$ cat config.mk
export PLATFORM = sky130hd
export DESIGN_NAME = mem_access_unit
export DESIGN_NICKNAME = d
export VERILOG_FILES = /design/src/rtl/mem_access_unit.sv
export SDC_FILE = /design/constraint.sdc
export NUM_CORES = 1
export LEC_CHECK = 0
export ABC_AREA = 1
export CAP_MARGIN = 15
export CORE_MARGIN = 2
export CORE_UTILIZATION = 45
export CTS_CLUSTER_DIAMETER = 200
export CTS_CLUSTER_SIZE = 12
export DETAILED_ROUTE_END_ITERATION = 12
export PLACE_DENSITY_LB_ADDON = 0.3
export SYNTH_ARGS = -nofsm -noshare
export SYNTH_HDL_FRONTEND = slang
export SYNTH_SLANG_ARGS = --single-unit
$ cat constraint.sdc
create_clock -name clk -period 5.4 [get_ports clk]
set_input_delay 1.08 -clock clk [delete_from_list [all_inputs] [get_ports clk]]
set_output_delay 1.08 -clock clk [all_outputs]
set_load 0.03 [all_outputs]
$ cat src/rtl/mem_access_unit.sv
// Purpose : single-outstanding load/store front end for the 64 KiB byte-addressed data SRAM.
// Latency : stores/errors respond 1 cycle after acceptance; loads respond LOAD_LATENCY cycles after.
// Backpr. : req_ready is high only in IDLE (and not in reset); one request in flight at a time.
//
// Ports:
//   clk, rst                      clock, synchronous active-high reset
//   req_valid/req_ready           request handshake; req_we, req_funct3, req_addr, req_wdata qualify it
//   resp_valid/resp_err/rdata     one-cycle response pulse, error flag, extended load data
//   sram_w_en/address/write_data  SRAM write port and shared address; sram_read_data is combinational
//   ld_count, st_count            saturating counts of completed legal loads/stores
module mem_access_unit #(
   parameter int ADDR_W       = 16,
   parameter int LOAD_LATENCY = 1
) (
   input  logic              clk,
   input  logic              rst,
   input  logic              req_valid,
   output logic              req_ready,
   input  logic              req_we,
   input  logic [2:0]        req_funct3,
   input  logic [ADDR_W-1:0] req_addr,
   input  logic [31:0]       req_wdata,
   output logic              resp_valid,
   output logic [31:0]       resp_rdata,
   output logic              resp_err,
   output logic [3:0]        sram_w_en,
   output logic [ADDR_W-1:0] sram_address,
   output logic [31:0]       sram_write_data,
   input  logic [31:0]       sram_read_data,
   output logic [15:0]       ld_count,
   output logic [15:0]       st_count
);

   typedef enum logic [1:0] {IDLE, LWAIT, RESP} state_t;

   state_t            state, state_d;
   logic [3:0]        lat_cnt;
   logic [ADDR_W-1:0] addr_q;
   logic [2:0]        funct3_q;

   logic              legal;
   logic [1:0]        size_m1;
   logic [ADDR_W:0]   addr_end;
   logic              req_ok;
   logic              accept;
   logic              st_done;
   logic              ld_done;
   logic [2:0]        ld_f3;

   function automatic logic [31:0] extend(input logic [2:0] f3, input logic [31:0] d);
      case (f3)
         3'b000:  return {{24{d[7]}}, d[7:0]};
         3'b001:  return {{16{d[15]}}, d[15:0]};
         3'b100:  return {24'b0, d[7:0]};
         3'b101:  return {16'b0, d[15:0]};
         default: return d;
      endcase
   endfunction

   // Size/legality decode of the incoming request.
   always_comb begin
      size_m1 = 2'd0;
      legal   = 1'b0;
      case (req_funct3)
         3'b000: begin size_m1 = 2'd0; legal = 1'b1;     end
         3'b001: begin size_m1 = 2'd1; legal = 1'b1;     end
         3'b010: begin size_m1 = 2'd3; legal = 1'b1;     end
         3'b100: begin size_m1 = 2'd0; legal = !req_we;  end
         3'b101: begin size_m1 = 2'd1; legal = !req_we;  end
         default: begin size_m1 = 2'd0; legal = 1'b0;    end
      endcase
   end

   // One extra bit catches an access whose last byte lies past the top of the address space.
   assign addr_end = {1'b0, req_addr} + {{(ADDR_W-1){1'b0}}, size_m1};
   assign req_ok   = legal && !addr_end[ADDR_W];

   // For a single-cycle load the result is sampled in the acceptance cycle, so the live funct3 applies.
   assign ld_f3           = (state == IDLE) ? req_funct3 : funct3_q;
   assign sram_address    = (state == IDLE) ? req_addr : addr_q;
   assign sram_write_data = req_wdata;

   always_comb begin
      state_d   = state;
      req_ready = 1'b0;
      accept    = 1'b0;
      st_done   = 1'b0;
      ld_done   = 1'b0;
      sram_w_en = 4'b0000;
      case (state)
         IDLE: begin
            req_ready = !rst;
            accept    = req_valid && !rst;
            if (accept) begin
               if (!req_ok || req_we) begin
                  state_d = RESP;
               end else if (LOAD_LATENCY > 1) begin
                  state_d = LWAIT;
               end else begin
                  state_d = RESP;
                  ld_done = 1'b1;
               end
               if (req_ok && req_we) begin
                  st_done = 1'b1;
                  case (size_m1)
                     2'd0:    sram_w_en = 4'b0001;
                     2'd1:    sram_w_en = 4'b0011;
                     default: sram_w_en = 4'b1111;
                  endcase
               end
            end
         end
         LWAIT: begin
            // Counter value 1 here becomes 0 at this edge: RESP is entered now.
            if (lat_cnt == 4'd1) begin
               state_d = RESP;
               ld_done = 1'b1;
            end
         end
         RESP: state_d = IDLE;
         default: state_d = IDLE;
      endcase
      if (rst) begin
         sram_w_en = 4'b0000;
      end
   end

   always_ff @(posedge clk) begin
      if (rst) begin
         state      <= IDLE;
         lat_cnt    <= 4'd0;
         addr_q     <= '0;
         funct3_q   <= 3'd0;
         resp_valid <= 1'b0;
         resp_err   <= 1'b0;
         resp_rdata <= 32'd0;
         ld_count   <= 16'd0;
         st_count   <= 16'd0;
      end else begin
         state      <= state_d;
         resp_valid <= (state_d == RESP);
         resp_err   <= accept && !req_ok;
         resp_rdata <= ld_done ? extend(ld_f3, sram_read_data) : 32'd0;
         if (accept) begin
            addr_q   <= req_addr;
            funct3_q <= req_funct3;
            lat_cnt  <= 4'(LOAD_LATENCY - 1);
         end else if (state == LWAIT) begin
            lat_cnt  <= lat_cnt - 4'd1;
         end
         if (st_done && st_count != 16'hFFFF) st_count <= st_count + 16'd1;
         if (ld_done && ld_count != 16'hFFFF) ld_count <= ld_count + 16'd1;
      end
   end

endmodule

==> summary.md, run 1 <==
| Metric | Value |
|---|---|
| Status | finished, final reports clean |
| H-tree levels | 3 |
| Global-route wire length before repair | 19.7 mm |
| CP delay by family, top | buffers and inverters |
| Fmax | 215 MHz |
| Worst vdd ir | 0.136 mV |
| Worst Hold Class | reg2reg |
| Area post-placement | 5800 um2 |
| Hold_buf cts | 0 |
| Crit start category | primary input |
| Clk slew on worst S/H paths | 90 ps |
| Worst flop-to-flop path endpoint | resp_rdata[15] |
| Worst EP required | 4320 ps |
| Most used DFF post-synth | dfxtp_1 |
| Clock share of power | 36.9% |
| Yosys cell types | 33 |
| Worst Skew | 9.12 ps |
| Antenna Cells | 0 |
| Storage element area | 1820 um2 |
| DRT Wirelength | 11.8 mm |
| Reg-to-reg startpoint | state[1] |
| Period utilization | 86.3% |
| Most common cell in the netlist | nand2_1 |
| CTS Buf Count | 9 |
| Avg Inst Size Synth | 7.35 um2 |
| Least-Margin Pin Slew | 747 ps |
| Ys Warns | 0 |
| # Max-Cap Violations | 0 |
| Slew headroom | 50.1% |
| Root Buffer | clkbuf_8 |
| Post-CTS Setup Bufs | 0 |
| NetSw | 0.368 mW |
| Mapped Area | 4570 um2 |
| Slowest CP cell | clkdlybuf4s50_1 |
| Mapped Nets | 714 |
| Drt initial violations | 199 |
| Power per cell area | 233 nW/um2 |
| Setup TNS | 0 ps |
| Final Critical Period | 4660 ps |
| Worst path buffer plus inverter count | 5 |
| First-pass DRT Iterations | 5 |
| Largest cells by area after synthesis | dfxtp_1, nand2_1, buf_4 |
| EDFF count, synth | 0 |
| Routability congestion estimate | 0.916 |
| Worst r2r path cells | 8 |
| Port buffer count | 141 |
| RSZ-0062 raised after global routing | false |
| Drt wl/cell | 13.8 um |
| Cells along the critical path | clkdlybuf4s50_1, inv_1, nand3_1, inv_1, ha_1, nand2_1, inv_1, nand2_1, nand2_1, a21boi_1, nand2_1, nor2_1, clkdlybuf4s50_1 |
| Sequential area share after synthesis | 39.8% |
| Multi-input logic area | 2140 um2 |
| Global Route Usage Sum | 21.5% |
| Sequential share of power | 49.3% |
| CTS tree | built |
| Worst setup path startpoint | req_funct3[2] |
| Worst slack, placed | 799 ps |
| Post-CTS Resized | 0 |
| Final hold slack | 479 ps |
| Die Width | 105 um |
| Post-synth top area share | 39.8% |
| Final net count | 811 |
| Ys async rst share | 0% |
| Post-synthesis sequential element count | 91 |
| Switching Share | 26.3% |
| Initial antenna violation count | 0 |
| DP HPWL | 8.63 mm |
| Max Slew Vio Count | 0 |
| Via count | 4289 |
| Leading area contributor after synthesis | dfxtp_1 |
| Kind of critical path | in2out |
| Reg-to-reg slack, setup | 2620 ps |
| Leak | 2.34 nW |
| Grt total ovfl | 0 |
| Comb pwr share | 13.8% |
| Synth Instances | 622 |
| Vias per cell | 5.00 |
| Io pins | 206 |
| Setup ws final | 740 ps |
| Die Ht | 105 um |
| Clock Latency Late Sink | 350 ps |
| Share of cells above drive strength 1 | 6.91% |
| Die area | 11000 um2 |
| Design internal power | 1.03 mW |
| Crit path max fanout | 5 |
| End of the critical path | sram_w_en[2] |
| Row cnt | 36 |
| TritonCTS Sinks | 91 |
| Critical path's largest stage delay | 710 ps |
| Most common cell on crit path | nand2_1 |
| Post-route cell area | 6020 um2 |
| Initial Util | 46.6% |
| Fill cells | 931 |
| DR DRC count | 0 |
| Top post-synthesis cells by count | nand2_1, dfxtp_1, nor2_1 |
| Setup crit end kind | primary output |
| Layout area overhead | 31.7% |
| Critical path depth in cells | 13 |
| Crit path DAT | 3580 ps |
| Final hold vios | 0 |
| Final Setup Violations | 0 |
| Number of global-route vias before repair | 4298 |
| Pin count of the biggest net entering global routing | 56 |
| CORE AREA | 9820 um2 |
| Total power | 1.40 mW |
| Remaining antenna violation count | 0 |
| Bufs on Longest Clock Path | 2 |
[how the worst min path moves through the flow]
stage	from	end	slack (ps)	cells after the start
3_3_place_gp	funct3_q[1]	funct3_q[1]	450	2
6_report	addr_q[3]	addr_q[3]	480	2
5_1_grt	funct3_q[1]	funct3_q[1]	500	2
2_1_floorplan	funct3_q[0]	funct3_q[0]	430	2
3_5_place_dp	funct3_q[1]	funct3_q[1]	460	2
4_1_cts	funct3_q[1]	funct3_q[1]	480	2
[cells in the final DEF (no fill, tap or decap), types with 11 or more instances in the layout]
master,instances
clkdlybuf4s50_1,141
nand2_1,107
dfxtp_1,91
nor2_1,70
inv_1,65
nand3_1,51
a21oi_1,46
o21ai_0,43
nand4_1,17
xor2_1,14
nand2_2,11
[cells by family after synthesis]
family | Yosys count | synth area share (%)
buffers and inverters | 123 | 13.5
XOR/XNOR | 23 | 4.41
adder cells (fa/ha/maj) | 5 | 1.37
AO/OA/AOI/OAI | 100 | 11.9
flip-flops | 91 | 39.8
AND/OR/NAND/NOR | 280 | 29.1
[worst register-to-register path: cells and delay by family, from the launching register on]
kind | cells | cell delay [ps]
AND/OR/NAND/NOR | 6 | 1630
buffers and inverters | 1 | 430
flip-flops | 1 | 360
AO/OA/AOI/OAI | 1 | 290
[registers in the layout (all words and copies together), names as in the netlist]
name and cells:
ld_count 16, resp_rdata 32, addr_q 16, resp_valid 1
resp_err 1, lat_cnt 4, state 2, funct3_q 3
st_count 16
[through the flow]
step | utilization [%] | instances
finish | 61.4 | 857
global route | 61.4 | 857
CTS | 61.4 | 857
detailed placement | 59.1 | 841
global placement | 59.1 | 841
floorplan | - | 622
[layer usage]
metal | vias up | wire (um) | track usage (%)
met3 | 41 | 512 | 3.31
met1 | 1971 | 4930 | 25.0
met5 | - | 0 | 0
met4 | 0 | 357 | 10.4
li1 | 2170 | - | -
met2 | 107 | 6050 | 38.3
[power by group through the flow]
stage | combinational [mW] | sequential (mW) | clock [mW]
floorplan | 0.143 | 0.713 | 0
global placement | 0.191 | 0.706 | 0
detailed placement | 0.194 | 0.707 | 0
CTS | 0.195 | 0.691 | 0.529
global route | 0.212 | 0.693 | 0.554
finish | 0.194 | 0.691 | 0.517
[layout make-up]
type,instances,share of cell area (%)
Multi-Input combinational cell,408,35.5
Sequential cell,91,30.2
Timing Repair Buffer,144,23.8
Inverter,65,4.05
Tap cell,133,2.76
Clock buffer,9,2.06
Clock inverter,7,1.64
Power figures use the tool's default switching activity.
==> inputs of run 2 (changes only) <==
--- a/config.mk
+++ b/config.mk
@@ -13,6 +13,7 @@
 export CTS_CLUSTER_SIZE = 12
 export DETAILED_ROUTE_END_ITERATION = 12
 export PLACE_DENSITY_LB_ADDON = 0.3
+export RECOVER_POWER = 100
 export SYNTH_ARGS = -nofsm -noshare
 export SYNTH_HDL_FRONTEND = slang
 export SYNTH_SLANG_ARGS = --single-unit
==> run 2 against run 1 <==
Against the previous run: the run now ends with capacitance limit, slew limit left; sequential power is essentially flat; sequential share of layout area grew 0.082 points; total power shrank 0.50%; clock skew grew 1.3 ps; global-route usage is the same; clock-buffer cell count is the same; routed wire length is essentially flat; non-clock buffer count is the same; register-to-register slack lost 300 ps; die area is the same; setup slack lost 220 ps; first-iteration DRC count shrank 9.5%.
==> summary.md, run 2 (same netlist as run 1, synthesis figures left out) <==
| Metric | Value |
|---|---|
| Worst Skew | 10.4 ps (+1.28 ps) |
| Drt wl/cell | 13.8 um (about the same) |
| Via count | 4305 (+0.37%) |
| RSZ-0062 raised after global routing | false |
| Failing checks | capacitance limit, slew limit |
| Kind of critical path | in2out |
| Placed Cells | 841 (unchanged) |
| Worst vdd ir | 0.135 mV (-0.36%) |
| Worst EP required | 4320 ps (about the same) |
| Bufs on Longest Clock Path | 2 (unchanged) |
| Sequential share of power | 49.5% (+0.2 points) |
| Crit path DAT | 3800 ps (+220 ps) |
| NetSw | 0.368 mW (-0.18%) |
| Antenna Cells | 0 (unchanged) |
| Reg-to-reg slack, setup | 2320 ps (-300 ps) |
| Global-route wire length before repair | 19.7 mm (unchanged) |
| Setup TNS | 0 ps (unchanged) |
| Final Setup Violations | 0 (unchanged) |
| Remaining antenna violation count | 0 (unchanged) |
| Hold_buf cts | 0 (unchanged) |
| Initial antenna violation count | 0 (unchanged) |
| Grt total ovfl | 0 (unchanged) |
| Die area | 11000 um2 (unchanged) |
| Status | finished with violations |
| Max Slew Vio Count | 32 (+32) |
| Final hold vios | 0 (unchanged) |
| Vias per cell | 5.02 (+0.37%) |
| Global Route Usage Sum | 21.5% (unchanged) |
| Die Ht | 105 um (unchanged) |
| Port buffer count | 141 (unchanged) |
| First-pass DRT Iterations | 4 (-1) |
| Multi-input logic area | 2130 um2 (-0.41%) |
| DP HPWL | 8.63 mm (unchanged) |
| Post-CTS Setup Bufs | 0 (unchanged) |
| Most frequent cells in the layout | nand2_1, dfxtp_1, dlygate4sd3_1 |
| Number of global-route vias before repair | 4298 (unchanged) |
| Least-Margin Pin Slew | 1720 ps (+969 ps) |
| Design internal power | 1.03 mW (-0.61%) |
| Largest Register | resp_rdata |
| Fill cells | 937 (+0.64%) |
| Post-CTS Resized | 0 (unchanged) |
| Comb pwr share | 13.4% (-0.4 points) |
| Final net count | 811 (unchanged) |
| Slew headroom | -14.4% (-64 points) |
| Crit path max fanout | 31 (+26) |
| Most common cell after layout, fill and taps aside | nand2_1 |
| Die Width | 105 um (unchanged) |
| Layout area overhead | 31.4% |
| Switching Share | 26.4% (+0.083 points) |
| Share of cells above drive strength 1 | 6.22% (-0.69 points) |
| Crit start category | primary input |
| DR DRC count | 0 (unchanged) |
| Drt initial violations | 180 (-9.5%) |
| Routability congestion estimate | 0.916 (unchanged) |
| Storage element area | 1820 um2 (unchanged) |
| Row cnt | 36 (unchanged) |
| Max reg flops | 32 (unchanged) |
| Setup crit end kind | primary output |
| Post-route cell area | 6010 um2 (-0.27%) |
| Pin count of the biggest net entering global routing | 56 (unchanged) |
| TritonCTS Sinks | 91 (unchanged) |
| Leak | 2.59 nW (+11%) |
| CTS Buf Count | 9 (unchanged) |
| Area post-placement | 5800 um2 (unchanged) |
| Power per cell area | 232 nW/um2 (-0.23%) |
| Root Buffer | clkbuf_8 |
| CORE AREA | 9820 um2 (unchanged) |
| Clock share of power | 37.1% (+0.2 points) |
| Io pins | 206 (unchanged) |
| Initial Util | 46.6% (unchanged) |
| H-tree levels | 3 (unchanged) |
| Worst Hold Class | reg2reg |
| Clock Latency Late Sink | 350 ps (about the same) |
| Clk slew on worst S/H paths | 90 ps (about the same) |
| # Max-Cap Violations | 1 (+1) |
| DRT Wirelength | 11.9 mm (about the same) |
| Period utilization | 90.3% (+4.0 points) |
| Fmax | 205 MHz (-4.4%) |
| CTS tree | built |
| Final core utilization | 61.2% (-0.17 points) |
| Non-Filler Instances | 857 (unchanged) |
| Final Critical Period | 4880 ps (+217 ps) |
-- run 2: routing by layer --
metal | global-route usage (%) | up-vias | wire, um
met1 | 25.0 | 1981 | 4940
met2 | 38.3 | 113 | 6040
met3 | 3.31 | 40 | 529
met4 | 10.4 | 0 | 337
met5 | 0 | - | 0
li1 | - | 2171 | -
-- run 2: power groups by stage --
stage	clock network (mW)	registers (mW)	logic (mW)
after detailed placement	0	0.707	0.194
after floorplan	0	0.713	0.143
after CTS	0.529	0.691	0.195
after global placement	0	0.706	0.191
final	0.517	0.691	0.187
after global routing	0.554	0.693	0.205
-- run 2: final cells by class --
| cell class | count | area share [%] |
|---|---|---|
| Clock inverter | 7 | 1.65 |
| Sequential cell | 91 | 30.3 |
| Inverter | 65 | 4.06 |
| Tap cell | 133 | 2.77 |
| Clock buffer | 9 | 2.06 |
| Multi-Input combinational cell | 408 | 35.4 |
| Timing Repair Buffer | 144 | 23.7 |
-- run 2: path summary, 6_finish.rpt --
| check | end | start | cells past startpoint |
|---|---|---|---|
| hold / removal | addr_q[3] | addr_q[3] | 2 |
| hold reg to reg | addr_q[3] | addr_q[3] | 2 |
| setup reg to reg | resp_rdata[15] | state[1] | 8 |
| setup / recovery | req_ready | rst | 4 |
-- run 2: through the flow --
stage          total power [mW]  setup WS (ps)  hold WS, ps
6_report                   1.39            523          480
4_1_cts                    1.42            766          476
2_1_floorplan             0.856           1250          429
5_1_grt                    1.45            358          502
3_3_place_gp              0.897            810          451
3_5_place_dp              0.900            799          455
-- run 2: critical path: stages --
cell and delay (ps):
dlygate4sd3_1 590, clkbuf_1 1260, nor3_1 70, dlygate4sd3_1 780
==> inputs of run 3 (changes only) <==
--- a/config.mk
+++ b/config.mk
@@ -7,7 +7,8 @@
 export LEC_CHECK = 0
 export ABC_AREA = 1
 export CAP_MARGIN = 15
-export CORE_MARGIN = 2
+export CORE_ASPECT_RATIO = 1.25
+export CORE_MARGIN = 8
 export CORE_UTILIZATION = 45
 export CTS_CLUSTER_DIAMETER = 200
 export CTS_CLUSTER_SIZE = 12
==> run 3 against run 2 <==
Against the previous run: the flow still finishes with violations (capacitance limit, slew limit); sequential power hardly changed; die area up 24%; clock power increased by 33%; sequential share of layout area fell by 0.53 points; register-to-register slack improved by 370 ps; via count is 0.58% lower; global-route usage is 4.3 points lower; clock skew shrank 2.5 ps; critical path type unchanged.
==> summary.md, run 3 (same netlist as run 1, synthesis figures left out) <==
| Metric | Value |
|---|---|
| Status | finished with violations |
| Failing checks | capacitance limit, slew limit |
| Row cnt | 41 (+14%) |
| Max Slew Vio Count | 32 (unchanged) |
| Port buffer count | 141 (unchanged) |
| Final Setup Violations | 0 (unchanged) |
| Post-CTS Setup Bufs | 0 (unchanged) |
| Remaining antenna violation count | 0 (unchanged) |
| Via count | 4280 (-0.58%) |
| Drt initial violations | 188 (+4.4%) |
| # Max-Cap Violations | 1 (unchanged) |
| CP delay by family, top | buffers and inverters |
| Power per cell area | 256 nW/um2 (+10%) |
| Worst EP required | 4320 ps (about the same) |
| Die area | 13700 um2 (+24%) |
| Crit path max fanout | 31 (unchanged) |
| Worst Hold Class | reg2reg |
| Setup TNS | 0 ps (unchanged) |
| Slew headroom | -7.72% (+6.7 points) |
| Hold_buf cts | 0 (unchanged) |
| Share of cells above drive strength 1 | 6.34% (+0.13 points) |
| Total power | 1.57 mW (+12%) |
| Final Critical Period | 4900 ps (+26.1 ps) |
| Pin count of the biggest net entering global routing | 55 (-1.8%) |
| H-tree levels | 3 (unchanged) |
| DR DRC count | 0 (unchanged) |
| RSZ-0062 raised after global routing | false |
| Most frequent cells in the layout | nand2_1, dfxtp_1, dlygate4sd3_1 |
| Drt wl/cell | 14.2 um (+2.7%) |
| TritonCTS Sinks | 91 (unchanged) |
| Kind of critical path | in2out |
| Critical path's largest stage delay | 1190 ps (-70 ps) |
| CORE AREA | 10000 um2 (+1.9%) |
| Antenna Cells | 0 (unchanged) |
| Final net count | 812 (+0.12%) |
| Most common cell after layout, fill and taps aside | nand2_1 |
| Global Route Usage Sum | 17.2% (-4.3 points) |
| Largest Register | resp_rdata |
| Global-route wire length before repair | 19.4 mm (-1.9%) |
| Root Buffer | clkbuf_16 |
| Crit path DAT | 3820 ps (+20 ps) |
| Worst vdd ir | 0.174 mV (+29%) |
| Vias per cell | 5.01 (-0.23%) |
| Routability congestion estimate | 0.899 (-1.9%) |
| Layout area overhead | 33.7% |
| Die Width | 106 um (+1.3%) |
| CTS Buf Count | 9 (unchanged) |
| Post-CTS Resized | 0 (unchanged) |
| CTS tree | built |
| Worst Skew | 7.85 ps (-2.55 ps) |
| Die Ht | 129 um (+23%) |
| Leak | 2.64 nW (+1.9%) |
| Grt total ovfl | 0 (unchanged) |
| Initial antenna violation count | 0 (unchanged) |
| Worst path buffer plus inverter count | 3 (unchanged) |
| Final hold slack | 462 ps (-17.8 ps) |
| DRT Wirelength | 12.1 mm (+2.4%) |
| Bufs on Longest Clock Path | 2 (unchanged) |
| Fmax | 204 MHz (-0.53%) |
| Crit start category | primary input |
| Least-Margin Pin Slew | 1620 ps (-100 ps) |
| Number of global-route vias before repair | 4164 (-3.1%) |
| Final hold vios | 0 (unchanged) |
| Fill cells | 903 (-3.6%) |
| Clk slew on worst S/H paths | 60 ps (-30 ps) |
| Slowest CP cell | clkbuf_1 |
| Clock Latency Late Sink | 340 ps (about the same) |
| Most common cell on crit path | dlygate4sd3_1 |
| Initial Util | 45.7% (-0.86 points) |
| First-pass DRT Iterations | 4 (unchanged) |
| Cells along the critical path | dlygate4sd3_1, clkbuf_1, nor3_1, dlygate4sd3_1 |
| Max reg flops | 32 (unchanged) |
| DP HPWL | 8.98 mm (+4.1%) |
| Period utilization | 90.8% (+0.48 points) |
| Setup crit end kind | primary output |
| Io pins | 206 (unchanged) |
==> run 3: worst paths after layout <==
| path | from | end | slack, ps | cells past startpoint |
|---|---|---|---|---|
| worst max-delay path | rst | req_ready | 500 | 4 |
| worst min-delay path | funct3_q[1] | funct3_q[1] | 460 | 2 |
| worst max register to register | lat_cnt[1] | resp_rdata[15] | 2690 | 7 |
| worst min register to register | funct3_q[1] | funct3_q[1] | 460 | 2 |
==> run 3: layout make-up <==
| cell class | count | area (um2) | share of cell area [%] |
|---|---|---|---|
| timing repair buffer | 145 | 1430 | 23.4 |
| inverter | 65 | 244 | 3.99 |
| clock inverter | 6 | 88.8 | 1.45 |
| clock buffer | 10 | 239 | 3.91 |
| multi-input combinational | 408 | 2130 | 34.8 |
| tap | 129 | 161 | 2.64 |
| sequential | 91 | 1820 | 29.8 |
==> run 3: power by group <==
part           switching [mW]  total (mW)  internal, mW
sequential            0.00510       0.691         0.686
clock                   0.269       0.687         0.418
combinational           0.110       0.188        0.0776
==> run 3: per-layer routing <==
layer	global-route usage (%)	part of all wire, %	vias to the layer above
li1	-	-	2167
met4	6.89	1.6	0
met2	30.7	50	134
met5	0	0	-
met1	18.7	41	1959
met3	4.85	6.9	20
==> run 3: worst reg2reg max path, cell delays in order (launching register included) <==
cell and delay (ps):
dfxtp_1 320, inv_1 80, ha_1 140, nor3b_1 260, nand2_1 130, nand2_1 520, nand2_1 780, a31oi_1 370
==> run 3: per-stage QoR <==
step | std cells | util (%) | setup slack [ps] | instance area (um2)
final | 854 | 61.1 | 497 | 6120
after detailed placement | 838 | 58.0 | 839 | 5800
after global placement | 838 | 58.0 | 881 | 5800
after global routing | 854 | 61.1 | 353 | 6120
after CTS | 854 | 61.3 | 839 | 6130
after floorplan | 622 | - | 1250 | 4570
